### config.mk
export PLATFORM = sky130hd
export DESIGN_NAME = mem_arbiter_flat
export DESIGN_NICKNAME = d
export VERILOG_FILES = /design/src/rtl/mem_arbiter_if.sv /design/src/rtl/mem_arbiter.sv /design/src/flat_wrapper.sv
export SDC_FILE = /design/constraint.sdc
export NUM_CORES = 1
export LEC_CHECK = 0
export CAP_MARGIN = 25
export CORE_UTILIZATION = 38
export CTS_BUF_LIST = sky130_fd_sc_hd__clkbuf_8
export CTS_CLUSTER_SIZE = 28
export DETAILED_ROUTE_END_ITERATION = 8
export GPL_TIMING_DRIVEN = 0
export HOLD_SLACK_MARGIN = 0.08
export PLACE_DENSITY_LB_ADDON = 0.15
export REMOVE_ABC_BUFFERS = 1
export SYNTH_ARGS = -nofsm -noshare
export SYNTH_HDL_FRONTEND = slang
export SYNTH_SLANG_ARGS = --single-unit
### constraint.sdc
create_clock -name clk1 -period 7.4 [get_ports clk1]
set_input_delay 2.22 -clock clk1 [delete_from_list [all_inputs] [get_ports clk1]]
set_output_delay 2.22 -clock clk1 [all_outputs]
set_load 0.02 [all_outputs]
### src/rtl/mem_arbiter_if.sv
// Bus bundle between mem_arbiter, its three requesters (IF, DM, loader)
// and the single-port memory macro.
interface mem_arbiter_if #(
  parameter int unsigned ADDR_W = 8,
  parameter int unsigned DATA_W = 32
) ();
  logic              if_req;
  logic [ADDR_W-1:0] if_addr;
  logic              if_gnt;
  logic [DATA_W-1:0] if_rdata;
  logic              if_rvalid;

  logic              dm_req;
  logic              dm_we;
  logic [ADDR_W-1:0] dm_addr;
  logic [DATA_W-1:0] dm_wdata;
  logic              dm_gnt;
  logic [DATA_W-1:0] dm_rdata;
  logic              dm_rvalid;

  logic              ld_req;
  logic [ADDR_W-1:0] ld_addr;
  logic [DATA_W-1:0] ld_wdata;
  logic              ld_gnt;
  logic              ld_mode;

  logic              mem_en;
  logic              mem_we;
  logic [ADDR_W-1:0] mem_addr;
  logic [DATA_W-1:0] mem_wdata;
  logic [DATA_W-1:0] mem_rdata;

  logic [15:0]       perf_conflicts;

  modport slave (
    input  if_req, if_addr,
    output if_gnt, if_rdata, if_rvalid,
    input  dm_req, dm_we, dm_addr, dm_wdata,
    output dm_gnt, dm_rdata, dm_rvalid,
    input  ld_req, ld_addr, ld_wdata,
    output ld_gnt, ld_mode,
    output mem_en, mem_we, mem_addr, mem_wdata,
    input  mem_rdata,
    output perf_conflicts
  );

  modport master (
    output if_req, if_addr,
    input  if_gnt, if_rdata, if_rvalid,
    output dm_req, dm_we, dm_addr, dm_wdata,
    input  dm_gnt, dm_rdata, dm_rvalid,
    output ld_req, ld_addr, ld_wdata,
    input  ld_gnt, ld_mode,
    input  mem_en, mem_we, mem_addr, mem_wdata,
    output mem_rdata,
    input  perf_conflicts
  );
endinterface

### src/rtl/mem_arbiter.sv
// Fixed-priority arbiter for the unified IF/DM memory with IF starvation guard
// and post-reset LOAD mode. Define ARB_PERF_CNT_EN to build the perf_conflicts counter.
module mem_arbiter #(
  parameter int unsigned ADDR_W     = 8,
  parameter int unsigned DATA_W     = 32,
  parameter int unsigned STARVE_MAX = 3
) (
  input  logic        clk1,
  input  logic        reset,
  mem_arbiter_if.slave bus
);

  typedef enum logic [1:0] {ST_RUN, ST_DRAIN, ST_LOAD} state_t;
  typedef enum logic [1:0] {OWN_NONE, OWN_IF, OWN_DM} owner_t;

  localparam logic [3:0] STARVE_LIM = 4'(STARVE_MAX);

  state_t            state;
  state_t            state_nxt;
  owner_t            rd_owner;
  logic [3:0]        starve_cnt;
  logic              if_gnt;
  logic              dm_gnt;
  logic              ld_gnt;
  logic              if_rvalid;
  logic              dm_rvalid;
  logic [DATA_W-1:0] if_rdata_q;
  logic [DATA_W-1:0] dm_rdata_q;

  always_ff @(posedge clk1) begin
    if (reset) state <= ST_LOAD;
    else       state <= state_nxt;
  end

  always_comb begin
    state_nxt = state;
    case (state)
      ST_RUN:   if (bus.ld_req) state_nxt = ST_DRAIN;
      ST_DRAIN: state_nxt = ST_LOAD;
      ST_LOAD:  if (!bus.ld_req) state_nxt = ST_RUN;
      default:  state_nxt = ST_LOAD;
    endcase
  end

  // Grants are held off during reset so no memory access slips through.
  always_comb begin
    if_gnt = 1'b0;
    dm_gnt = 1'b0;
    ld_gnt = 1'b0;
    if (!reset) begin
      case (state)
        ST_RUN: begin
          if (!bus.ld_req) begin
            if (bus.if_req && starve_cnt == STARVE_LIM) if_gnt = 1'b1;
            else if (bus.dm_req)                        dm_gnt = 1'b1;
            else if (bus.if_req)                        if_gnt = 1'b1;
          end
        end
        ST_LOAD: ld_gnt = bus.ld_req;
        default: ;
      endcase
    end
  end

  always_ff @(posedge clk1) begin
    if (reset || state == ST_LOAD) begin
      starve_cnt <= '0;
    end else if (bus.if_req && !if_gnt) begin
      if (starve_cnt < STARVE_LIM) starve_cnt <= starve_cnt + 4'd1;
    end else begin
      starve_cnt <= '0;
    end
  end

  always_ff @(posedge clk1) begin
    if (reset) begin
      rd_owner   <= OWN_NONE;
      if_rdata_q <= '0;
      dm_rdata_q <= '0;
    end else begin
      if (if_rvalid) if_rdata_q <= bus.mem_rdata;
      if (dm_rvalid) dm_rdata_q <= bus.mem_rdata;
      if (if_gnt)                    rd_owner <= OWN_IF;
      else if (dm_gnt && !bus.dm_we) rd_owner <= OWN_DM;
      else                           rd_owner <= OWN_NONE;
    end
  end

  // Read data is passed straight through in the rvalid cycle and held afterwards.
  always_comb begin
    if_rvalid     = !reset && (rd_owner == OWN_IF);
    dm_rvalid     = !reset && (rd_owner == OWN_DM);
    bus.if_rvalid = if_rvalid;
    bus.dm_rvalid = dm_rvalid;
    bus.if_rdata  = if_rvalid ? bus.mem_rdata : if_rdata_q;
    bus.dm_rdata  = dm_rvalid ? bus.mem_rdata : dm_rdata_q;
    bus.if_gnt    = if_gnt;
    bus.dm_gnt    = dm_gnt;
    bus.ld_gnt    = ld_gnt;
    bus.ld_mode   = (state == ST_LOAD);
  end

  always_comb begin
    bus.mem_en    = if_gnt | dm_gnt | ld_gnt;
    bus.mem_we    = ld_gnt | (dm_gnt & bus.dm_we);
    bus.mem_addr  = '0;
    bus.mem_wdata = '0;
    if (ld_gnt) begin
      bus.mem_addr  = bus.ld_addr;
      bus.mem_wdata = bus.ld_wdata;
    end else if (dm_gnt) begin
      bus.mem_addr  = bus.dm_addr;
      bus.mem_wdata = bus.dm_we ? bus.dm_wdata : '0;
    end else if (if_gnt) begin
      bus.mem_addr  = bus.if_addr;
    end
  end

`ifdef ARB_PERF_CNT_EN
  logic [15:0] perf_cnt;

  always_ff @(posedge clk1) begin
    if (reset)
      perf_cnt <= '0;
    else if (state == ST_RUN && bus.if_req && bus.dm_req && perf_cnt != '1)
      perf_cnt <= perf_cnt + 16'd1;
  end

  assign bus.perf_conflicts = perf_cnt;
`else
  assign bus.perf_conflicts = '0;
`endif

endmodule

### src/flat_wrapper.sv
// flat-port wrapper written by rule: the top's interface ports become plain ports
module mem_arbiter_flat 
#(
  parameter int unsigned ADDR_W     = 8,
  parameter int unsigned DATA_W     = 32,
  parameter int unsigned STARVE_MAX = 3
)
  (clk1, reset, bus_if_req, bus_if_addr, bus_if_gnt, bus_if_rdata, bus_if_rvalid, bus_dm_req, bus_dm_we, bus_dm_addr, bus_dm_wdata, bus_dm_gnt, bus_dm_rdata, bus_dm_rvalid, bus_ld_req, bus_ld_addr, bus_ld_wdata, bus_ld_gnt, bus_ld_mode, bus_mem_en, bus_mem_we, bus_mem_addr, bus_mem_wdata, bus_mem_rdata, bus_perf_conflicts);
  mem_arbiter_if #(.ADDR_W(ADDR_W), .DATA_W(DATA_W)) bus_i ();
  input  logic clk1;
  input  logic reset;
  input wire logic [$bits(bus_i.if_req)-1:0] bus_if_req;
  input wire logic [$bits(bus_i.if_addr)-1:0] bus_if_addr;
  output wire logic [$bits(bus_i.if_gnt)-1:0] bus_if_gnt;
  output wire logic [$bits(bus_i.if_rdata)-1:0] bus_if_rdata;
  output wire logic [$bits(bus_i.if_rvalid)-1:0] bus_if_rvalid;
  input wire logic [$bits(bus_i.dm_req)-1:0] bus_dm_req;
  input wire logic [$bits(bus_i.dm_we)-1:0] bus_dm_we;
  input wire logic [$bits(bus_i.dm_addr)-1:0] bus_dm_addr;
  input wire logic [$bits(bus_i.dm_wdata)-1:0] bus_dm_wdata;
  output wire logic [$bits(bus_i.dm_gnt)-1:0] bus_dm_gnt;
  output wire logic [$bits(bus_i.dm_rdata)-1:0] bus_dm_rdata;
  output wire logic [$bits(bus_i.dm_rvalid)-1:0] bus_dm_rvalid;
  input wire logic [$bits(bus_i.ld_req)-1:0] bus_ld_req;
  input wire logic [$bits(bus_i.ld_addr)-1:0] bus_ld_addr;
  input wire logic [$bits(bus_i.ld_wdata)-1:0] bus_ld_wdata;
  output wire logic [$bits(bus_i.ld_gnt)-1:0] bus_ld_gnt;
  output wire logic [$bits(bus_i.ld_mode)-1:0] bus_ld_mode;
  output wire logic [$bits(bus_i.mem_en)-1:0] bus_mem_en;
  output wire logic [$bits(bus_i.mem_we)-1:0] bus_mem_we;
  output wire logic [$bits(bus_i.mem_addr)-1:0] bus_mem_addr;
  output wire logic [$bits(bus_i.mem_wdata)-1:0] bus_mem_wdata;
  input wire logic [$bits(bus_i.mem_rdata)-1:0] bus_mem_rdata;
  output wire logic [$bits(bus_i.perf_conflicts)-1:0] bus_perf_conflicts;
  assign bus_i.if_req = bus_if_req;
  assign bus_i.if_addr = bus_if_addr;
  assign bus_if_gnt = bus_i.if_gnt;
  assign bus_if_rdata = bus_i.if_rdata;
  assign bus_if_rvalid = bus_i.if_rvalid;
  assign bus_i.dm_req = bus_dm_req;
  assign bus_i.dm_we = bus_dm_we;
  assign bus_i.dm_addr = bus_dm_addr;
  assign bus_i.dm_wdata = bus_dm_wdata;
  assign bus_dm_gnt = bus_i.dm_gnt;
  assign bus_dm_rdata = bus_i.dm_rdata;
  assign bus_dm_rvalid = bus_i.dm_rvalid;
  assign bus_i.ld_req = bus_ld_req;
  assign bus_i.ld_addr = bus_ld_addr;
  assign bus_i.ld_wdata = bus_ld_wdata;
  assign bus_ld_gnt = bus_i.ld_gnt;
  assign bus_ld_mode = bus_i.ld_mode;
  assign bus_mem_en = bus_i.mem_en;
  assign bus_mem_we = bus_i.mem_we;
  assign bus_mem_addr = bus_i.mem_addr;
  assign bus_mem_wdata = bus_i.mem_wdata;
  assign bus_i.mem_rdata = bus_mem_rdata;
  assign bus_perf_conflicts = bus_i.perf_conflicts;
  mem_arbiter #(.ADDR_W(ADDR_W), .DATA_W(DATA_W), .STARVE_MAX(STARVE_MAX)) u_core (.clk1(clk1), .reset(reset), .bus(bus_i));
endmodule
=== Word level (Yosys, flattened, before mapping) ===
Index checks and enable logic that the tools add are counted.

* Flip-flop bits (word level): 72
* Logic and storage cells: 58
* Output and inout bits: 128
* Bits of input ports: 126

* $lt $le $gt $ge: 1
* Multiplexer cells: 26
* Reduce and logical (&&, ||, !) cells: 13
* Equality and inequality tests: 6
* $add $sub $neg: 1
* Bitwise logic cells: 5

{| class="wikitable"
|+ Operators with widths
! cell !! number
|-
| $mux W32 || 5
|-
| $mux W8 || 3
|-
| $mux W1 || 14
|-
| $mux W2 || 3
|-
| $logic_and A1 B1 Y1 || 5
|-
| $add A4 B1 Y4 const B || 1
|-
| $eq A2 B2 Y1 const B || 2
|-
| $eq A4 B2 Y1 const B || 1
|-
| $lt A4 B2 Y1 const B || 1
|-
| $ne A2 B2 Y1 const B || 2
|-
| $pmux W2 S2 || 1
|-
| $reduce_or A2 Y1 || 2
|-
| $logic_not A1 Y1 || 3
|-
| $or A1 B1 Y1 || 3
|-
| $eq A2 B1 Y1 const B || 1
|-
| $logic_not A2 Y1 || 1
|-
| $reduce_and A2 Y1 || 1
|-
| $and A1 B1 Y1 || 1
|-
| $logic_or A1 B1 Y1 || 1
|-
| $not A1 Y1 || 1
|}

=== Logic depth before layout (Yosys ltp) ===
Gate-level depths: netlist (run 1).

* Word-level depth: 10
* Mapped depth: 5

=== Worst setup path after synthesis (run 1) ===
Ideal clock, no wire load.

* Path kind: input to output
* From: in reset
* To: out bus_mem_addr[0]
* Cell stages on the path: 4
* Setup slack: 1.521 ns
* Data arrival time: 3.659 ns
* Data required time: 5.180 ns
* Cell sequence: buf_6 or3_4 nor3_2 a221o_1

* Elaborated cells on any way between the ends: 6

{| class="wikitable"
|+ RTL lines
! element !! line !! source
|-
| from (decl) || flat_wrapper.sv:11 || <nowiki>input logic reset;</nowiki>
|-
| $mux W1 || mem_arbiter.sv:50 || <nowiki>if (!reset) begin</nowiki>
|-
| named net bus_dm_gnt || flat_wrapper.sv:21 || <nowiki>output wire logic [$bits(bus_i.dm_gnt)-1:0] bus_dm_gnt;</nowiki>
|-
| $mux W8 || mem_arbiter.sv:111 || <nowiki>end else if (dm_gnt) begin</nowiki>
|-
| $mux W8 || mem_arbiter.sv:108 || <nowiki>if (ld_gnt) begin</nowiki>
|-
| to (decl) || flat_wrapper.sv:31 || <nowiki>output wire logic [$bits(bus_i.mem_addr)-1:0] bus_mem_addr;</nowiki>
|}

The timed path passes the listed nets, and every way through them passes these cells.

=== Worst setup path after layout (run 1) ===
* From: in reset
* To: out bus_mem_wdata[8]

* Word-level cells in the longest chain between the ends: 3
* Elaborated cells on any way between the ends: 4

{| class="wikitable"
|+ Ends and longest elaborated chain
! element !! line !! source
|-
| $mux W1 || mem_arbiter.sv:50 ||
|-
| $mux W32 || mem_arbiter.sv:111 ||
|-
| $mux W32 (*) || mem_arbiter.sv:108 ||
|-
| to (decl) || flat_wrapper.sv:32 || <nowiki>output wire logic [$bits(bus_i.mem_wdata)-1:0] bus_mem_wdata;</nowiki>
|}

Every way passes the cells marked *; elsewhere a longest branch is shown, timed or not.

==> Flow_metrics.wiki, run 1 <==
{| class="wikitable"
! Metric !! Value
|-
| Result of the run || finished, violations left
|-
| Violations in the final reports || design-rule violations
|-
| Mapped cell area || 0.00351 mm²
|-
| Transition at the pin with the smallest max-transition slack || 848 ps
|-
| Setup slack of the critical path after layout || 175 ps
|-
| Reported leakage power || 0.00245 µW
|-
| Critical path fanouts, max || 47
|-
| Worst path arrival time || 5000 ps
|-
| Gr ovfl total || 0
|-
| Power per cell area || 151 mW/mm²
|-
| Total wire length || 10800 µm
|-
| Sequential Area || 0.00144 mm²
|-
| Number of max-slew violations in the final report || 0
|-
| Routed vias || 3254
|-
| Diodes inserted || 0
|-
| I/O pins || 254
|-
| Crit. End Element || output pin
|-
| CTS tree || yes
|-
| First-pass GRT wire length || 16800 µm
|-
| Initial cell density of the core || 0.398
|-
| Average instance area after synthesis || 11.0 µm²
|-
| Number of antenna violations at the first check in global routing || 0
|-
| Worst hold-check path type || register to register
|-
| Die Ht || 98.1 µm
|-
| Core area || 0.00881 mm²
|-
| CTS Hold Buffers Added || 0
|-
| Setup TNS || 0 ps
|-
| Top cell type by total area after synthesis || dfxtp_1
|-
| YS warnings || 0
|-
| Number of H-tree branching levels || 3
|-
| Die outline area || 0.00961 mm²
|-
| Clock period minus final worst setup slack || 7220 ps
|-
| Pre-CTS WS || 212 ps
|-
| Placer congestion estimate || 0.874
|-
| Total power after layout || 933 µW
|-
| Cell with the most instances after synthesis || dfxtp_1
|-
| Hold path depth || 1
|-
| Final #Nets || 678
|-
| Area growth from synthesis to layout || 76.1%
|-
| Count of unique library cells instantiated by Yosys || 34
|-
| Average via count per standard cell || 4.90
|-
| Largest net degree at the start of global routing || 48
|-
| Post-detailed-route DRC marker count || 11
|-
| Fraction of post-synthesis cell area in the top cell type by area || 0.411
|-
| Total number of placement rows || 34
|-
| Clock Path Buffers || 2
|-
| Die width || 98.1 µm
|-
| Number of synthesized register bits || 72
|-
| Type of the setup path with the least slack || primary input to output pin
|-
| Average wire per cell in the routed design || 16.3 µm
|-
| Filler cell count in the final layout || 689
|-
| Number of flops mapped to enable cells by yosys || 0
|-
| Predominant post-synthesis flop cell || dfxtp_1
|-
| Cell count after synthesis || 320
|-
| First drt pass iteration count || 7
|-
| Worst relative slew slack || 0.430
|-
| Number of failing setup endpoints in the final timing report || 0
|-
| HPWL after DPL || 8670 µm
|-
| Highest Clock Rate || 138 MHz
|-
| # port buffers || 237
|-
| Skew-Pair Late Insertion Delay || 340 ps
|-
| Aggregate global-route resource usage || 0.225
|-
| Max-cap check violation count || 0
|-
| Clock tree sinks || 72
|-
| Startpoint types || primary input
|-
| Maximum vdd ir drop || 109 µV
|-
| Number of design-rule violations left by the first detailed-router iteration || 95
|-
| Layout Skew || 8.55 ps
|-
| RSZ-0062 raised after global routing || false
|-
| Number of nets still failing antenna checks after routing || 0
|-
| Hold Violations, Final || 0
|-
| Share of the clock period used by the worst path || 0.976
|-
| Worst reg2reg path depth || 5
|-
| Top post-synthesis cells by count || dfxtp_1 (72), nor2b_1 (66), mux2_2 (64)
|-
| Share of the yosys chip area belonging to registers || 0.411
|-
| Number of setup buffers added after CTS || 0
|-
| Clock transition at path regs || 70 ps
|-
| Cell chosen for the clock root || clkbuf_8
|-
| CTS buffer count || 9
|-
| Fraction of layout instances using a drive strength above 1 || 0.169
|-
| Worst endpoint required time || 5180 ps
|-
| Cts repair resizes || 0
|-
| Fraction of synthesis flops using an asynchronous set or reset pin || 0
|-
| Leading cell types by total area after synthesis || dfxtp_1 (41%), mux2_2 (21%), nor2b_1 (12%)
|-
| Area taken by multi-input logic gates || 0.00187 mm²
|-
| Number of global-route vias before repair || 3198
|}
-- critical path, stage by stage --
cell	delay, ps
buf_2	260
buf_12	260
or3_4	380
nor4_4	760
buf_8	250
a22o_1	190
clkdlybuf4s50_1	630
-- path summary, 6_finish.rpt --
path	slack (ps)	from	endpoint
hold / removal	510	u_core.starve_cnt[3]	u_core.starve_cnt[3]
setup reg to reg	5390	u_core.rd_owner[1]	u_core.dm_rdata_q[12]
setup / recovery	180	reset	bus_mem_wdata[8]
hold reg to reg	510	u_core.starve_cnt[3]	u_core.starve_cnt[3]
-- state kept, by name, indices dropped and copies added, names as in the netlist --
register,flops
u_core.dm_rdata_q,32
u_core.if_rdata_q,32
u_core.starve_cnt,4
u_core.rd_owner,2
u_core.state,2
-- layer usage --
metal	track usage	share of wire	vias to the layer above
met4	0.0839	0.025	0
met1	0.261	0.41	1534
met3	0.0737	0.077	18
li1	-	-	1561
met5	0	0	-
met2	0.384	0.49	141
-- cell type report --
| type | count | area share |
|---|---|---|
| clock buffers | 10 | 0.0223 |
| clock inverters | 6 | 0.0174 |
| inverters | 2 | 0.00122 |
| multi-input cells | 223 | 0.303 |
| flip-flops and latches | 72 | 0.234 |
| well taps | 108 | 0.0219 |
| repair buffers | 243 | 0.401 |
-- cells in the final DEF (no fill, tap or decap), types with 2 or more instances in the layout --
cell type	Yosys	routed
and3_1	2	2
dfxtp_1	72	72
and2_0	2	2
mux2_2	64	64
clkdlybuf4s50_1	0	236
a22o_1	32	32
nor3_1	4	4
nor3b_4	0	2
and4bb_2	2	2
nand2b_1	2	2
and2_1	7	7
conb_1	1	16
clkbuf_8	0	10
buf_8	0	4
nor2b_1	66	66
bufinv_16	0	3
inv_1	2	3
a221o_1	8	8
o211a_1	2	2
-- report_power, final --
| group | total (µW) | switching (µW) | internal, µW |
|---|---|---|---|
| registers | 392 | 1.73 | 390 |
| logic | 167 | 66.9 | 99.7 |
| clock network | 375 | 143 | 232 |
-- kinds of logic (layout without fill, tap and decap cells) --
logic type | after synthesis | count (layout) | share of synthesized area
adders and majority gates | 1 | 1 | 0.00357
xor gates and xnor gates | 1 | 1 | 0.00250
other | 1 | 16 | 0.00107
DFF | 72 | 72 | 0.411
and+or+nand+nor | 95 | 95 | 0.182
muxes | 65 | 65 | 0.208
buffers and inverters | 40 | 261 | 0.0757
AOI/OAI and AO/OA | 45 | 45 | 0.116
-- through the flow --
step	hold slack [ps]	instance area, µm²	std cells	utilization
after floorplan	483	3300	297	-
after global placement	498	5810	642	0.660
after detailed placement	504	5930	648	0.673
after CTS	514	6170	664	0.701
after global routing	531	6170	664	0.701
final	515	6170	664	0.701
No activity file was read; power rests on OpenSTA's default activity.
==> inputs of run 2 (changes only) <==
Settings changed: CTS_CLUSTER_SIZE 28 to 10, SKIP_LAST_GASP set to 1.
==> results of run 2 <==
No change in the layout: final DEF, timing and power equal those of run 1.
==> inputs of run 3 (changes only) <==
Settings changed: CORE_UTILIZATION 38 to 36.
Clock period 7.4 ns to 7.5 ns, I/O delays scaled along.
==> run 3 against run 2 <==
Net effect: the flow now finishes without violations; sequential share of layout area decreased by 0.057 points; sequential power is 2% lower; flip-flop and latch count unchanged; final cell count increased by 3.2%; register-to-register slack better by 110 ps; global-route usage decreased by 1.7 points; first-iteration DRC count is 53% lower; highest routed layer unchanged.
==> Flow_metrics.wiki, run 3 (synthesized netlist as in run 1, its figures left out) <==
{| class="wikitable"
! Metric !! Value
|-
| Result of the run || complete, no violations
|-
| Number of design-rule violations left by the first detailed-router iteration || 45 (-53%)
|-
| Met1 Wirelength || 4000 µm (-9.7%)
|-
| CTS buffer count || 9 (unchanged)
|-
| Startpoint types || primary input
|-
| Largest net degree at the start of global routing || 48 (unchanged)
|-
| Commonest non-fill, non-tap cells in the layout || clkdlybuf4s50_1 (236), dfxtp_1 (72), nor2b_1 (66)
|-
| Filler cell count in the final layout || 792 (+15%)
|-
| Worst path arrival time || 4980 ps (-20 ps)
|-
| Total wire length || 10600 µm (-1.9%)
|-
| Placer congestion estimate || 0.869 (-0.56%)
|-
| Routed vias || 3209 (-1.4%)
|-
| Die width || 101 µm (+2.7%)
|-
| Most frequent standard cell in the layout excluding fill and tap cells || clkdlybuf4s50_1
|-
| Share of the clock period used by the worst path || 0.964
|-
| Final #Nets || 678 (unchanged)
|-
| Number of failing setup endpoints in the final timing report || 0 (unchanged)
|-
| Average via count per standard cell || 4.68 (-4.4%)
|-
| Die outline area || 0.0101 mm² (+5.4%)
|-
| Amount of wire on met3 after detailed routing || 1010 µm (+21%)
|-
| Post-detailed-route DRC marker count || 0 (-11)
|-
| Critical path's largest stage delay || 720 ps (-40 ps)
|-
| Layout Skew || 8.27 ps (-0.279 ps)
|-
| Met2 routed WL || 5460 µm (+3.4%)
|-
| Worst relative slew slack || 0.458 (+0.0280)
|-
| RSZ-0062 raised after global routing || false
|-
| Maximum vdd ir drop || 74.4 µV (-31%)
|-
| Worst endpoint required time || 5250 ps (+70 ps)
|-
| Hold Violations, Final || 0 (unchanged)
|-
| Highest Clock Rate || 138 MHz
|-
| Sequential Area || 0.00144 mm² (unchanged)
|-
| Area growth from synthesis to layout || 76.5%
|-
| Average wire per cell in the routed design || 15.5 µm (-4.9%)
|-
| Skew-Pair Late Insertion Delay || 340 ps (about the same)
|-
| Crit-path cells || buf_2 > buf_12 > or3_4 > nor4_4 > buf_8 > a22o_1 > clkdlybuf4s50_1
|-
| Fraction of layout instances using a drive strength above 1 || 0.169 (+0.000305)
|-
| Initial cell density of the core || 0.376 (-0.0223)
|-
| Total number of placement rows || 35 (+2.9%)
|-
| Cell chosen for the clock root || clkbuf_8
|-
| Reported leakage power || 0.00244 µW (-0.62%)
|-
| Number of antenna violations at the first check in global routing || 1 (+1)
|-
| Clock Path Buffers || 2 (unchanged)
|-
| I/O pins || 254 (unchanged)
|-
| Aggregate global-route resource usage || 0.208 (-0.0168)
|-
| Clock transition at path regs || 70 ps (about the same)
|-
| Cts repair resizes || 0 (unchanged)
|-
| CTS tree || yes
|-
| Transition at the pin with the smallest max-transition slack || 813 ps (-35.7 ps)
|-
| First-pass GRT wire length || 16200 µm (-3.5%)
|-
| Crit. End Element || output pin
|-
| Number of max-slew violations in the final report || 0 (unchanged)
|-
| Gr ovfl total || 0 (unchanged)
|-
| Number of nets still failing antenna checks after routing || 0 (unchanged)
|-
| Clock period minus final worst setup slack || 7230 ps
|-
| Core area || 0.00933 mm² (+5.9%)
|-
| Largest registers || u_core.dm_rdata_q: 32 flops, u_core.if_rdata_q: 32 flops, u_core.starve_cnt: 4 flops
|-
| Number of global-route vias before repair || 3270 (+2.3%)
|-
| Area taken by multi-input logic gates || 0.00187 mm² (unchanged)
|-
| Setup slack of the critical path after layout || 268 ps (+93.0 ps)
|-
| Die Ht || 101 µm (+2.7%)
|-
| Pre-CTS WS || 246 ps (+34.6 ps)
|-
| HPWL after DPL || 8540 µm (-1.5%)
|-
| Worst hold-check path type || register to register
|-
| Cell with the largest stage delay on the worst path || nor4_4
|-
| Top Metal Used || met4
|-
| First drt pass iteration count || 4 (-3)
|-
| CTS Hold Buffers Added || 0 (unchanged)
|-
| Type of the setup path with the least slack || primary input to output pin
|-
| Critical path fanouts, max || 47 (unchanged)
|-
| Post-placement cell count || 669 (+3.2%)
|-
| Count of non-filler cells in the finished layout || 685 (+3.2%)
|-
| Power per cell area || 143 mW/mm² (-5.6%)
|-
| Number of setup buffers added after CTS || 0 (unchanged)
|-
| Max-cap check violation count || 0 (unchanged)
|-
| Clock tree sinks || 72 (unchanged)
|-
| # port buffers || 237 (unchanged)
|-
| Number of H-tree branching levels || 3 (unchanged)
|}
## run 3: changes by cell type in the layout (fill, tap and decap cells not counted), sizes merged
cell / before / now
inv: 3 / 2
bufinv: 3 / 2
diode: 0 / 1
clkinvlp: 0 / 1
## run 3: per-layer routing
metal / track usage / up-vias
met4: 0.0647 / 0
met1: 0.212 / 1502
met5: 0 / -
li1: - / 1562
met3: 0.0867 / 8
met2: 0.384 / 137
## run 3: path summary, 6_finish.rpt
kind                         from                     to  slack [ps]  cells past startpoint
max                         reset       bus_mem_wdata[2]         270                      7
min          u_core.starve_cnt[2]   u_core.starve_cnt[2]         510                      1
max reg2reg    u_core.rd_owner[0]  u_core.if_rdata_q[31]        5500                      5
min reg2reg  u_core.starve_cnt[2]   u_core.starve_cnt[2]         510                      1
## run 3: stage by stage
step                hold slack, ps   util  setup TNS, ps  total power [µW]  cell area, µm²
floorplan                      483      -              0               448            3300
global placement               496  0.626        -270000               556            5840
detailed placement             509  0.640              0               560            5970
CTS                            518  0.663              0               895            6180
global route                   540  0.663              0               921            6190
finish                         514  0.663              0               883            6190
## run 3: cell type report
| class | count | area share |
|---|---|---|
| antenna | 1 | 0.000404 |
| clock buffer | 10 | 0.0222 |
| clock inverter | 5 | 0.0131 |
| inverter | 2 | 0.00121 |
| multi-input combinational | 223 | 0.302 |
| sequential | 72 | 0.233 |
| tap | 129 | 0.0261 |
| timing repair buffer | 243 | 0.402 |
## run 3: where the power goes
part | switching, µW | internal [µW] | total [µW] | leakage (µW)
Combinational | 65.9 | 98.5 | 164 | 0.00175
Clock | 138 | 194 | 332 | 0.000108
Sequential | 1.72 | 385 | 386 | 0.000581
## run 3: critical path: cells and delay by family
family / cells / cell delay, ps
buffers and inverters: 4 / 1390
and+or+nand+nor: 2 / 1100
AOI/OAI and AO/OA: 1 / 190
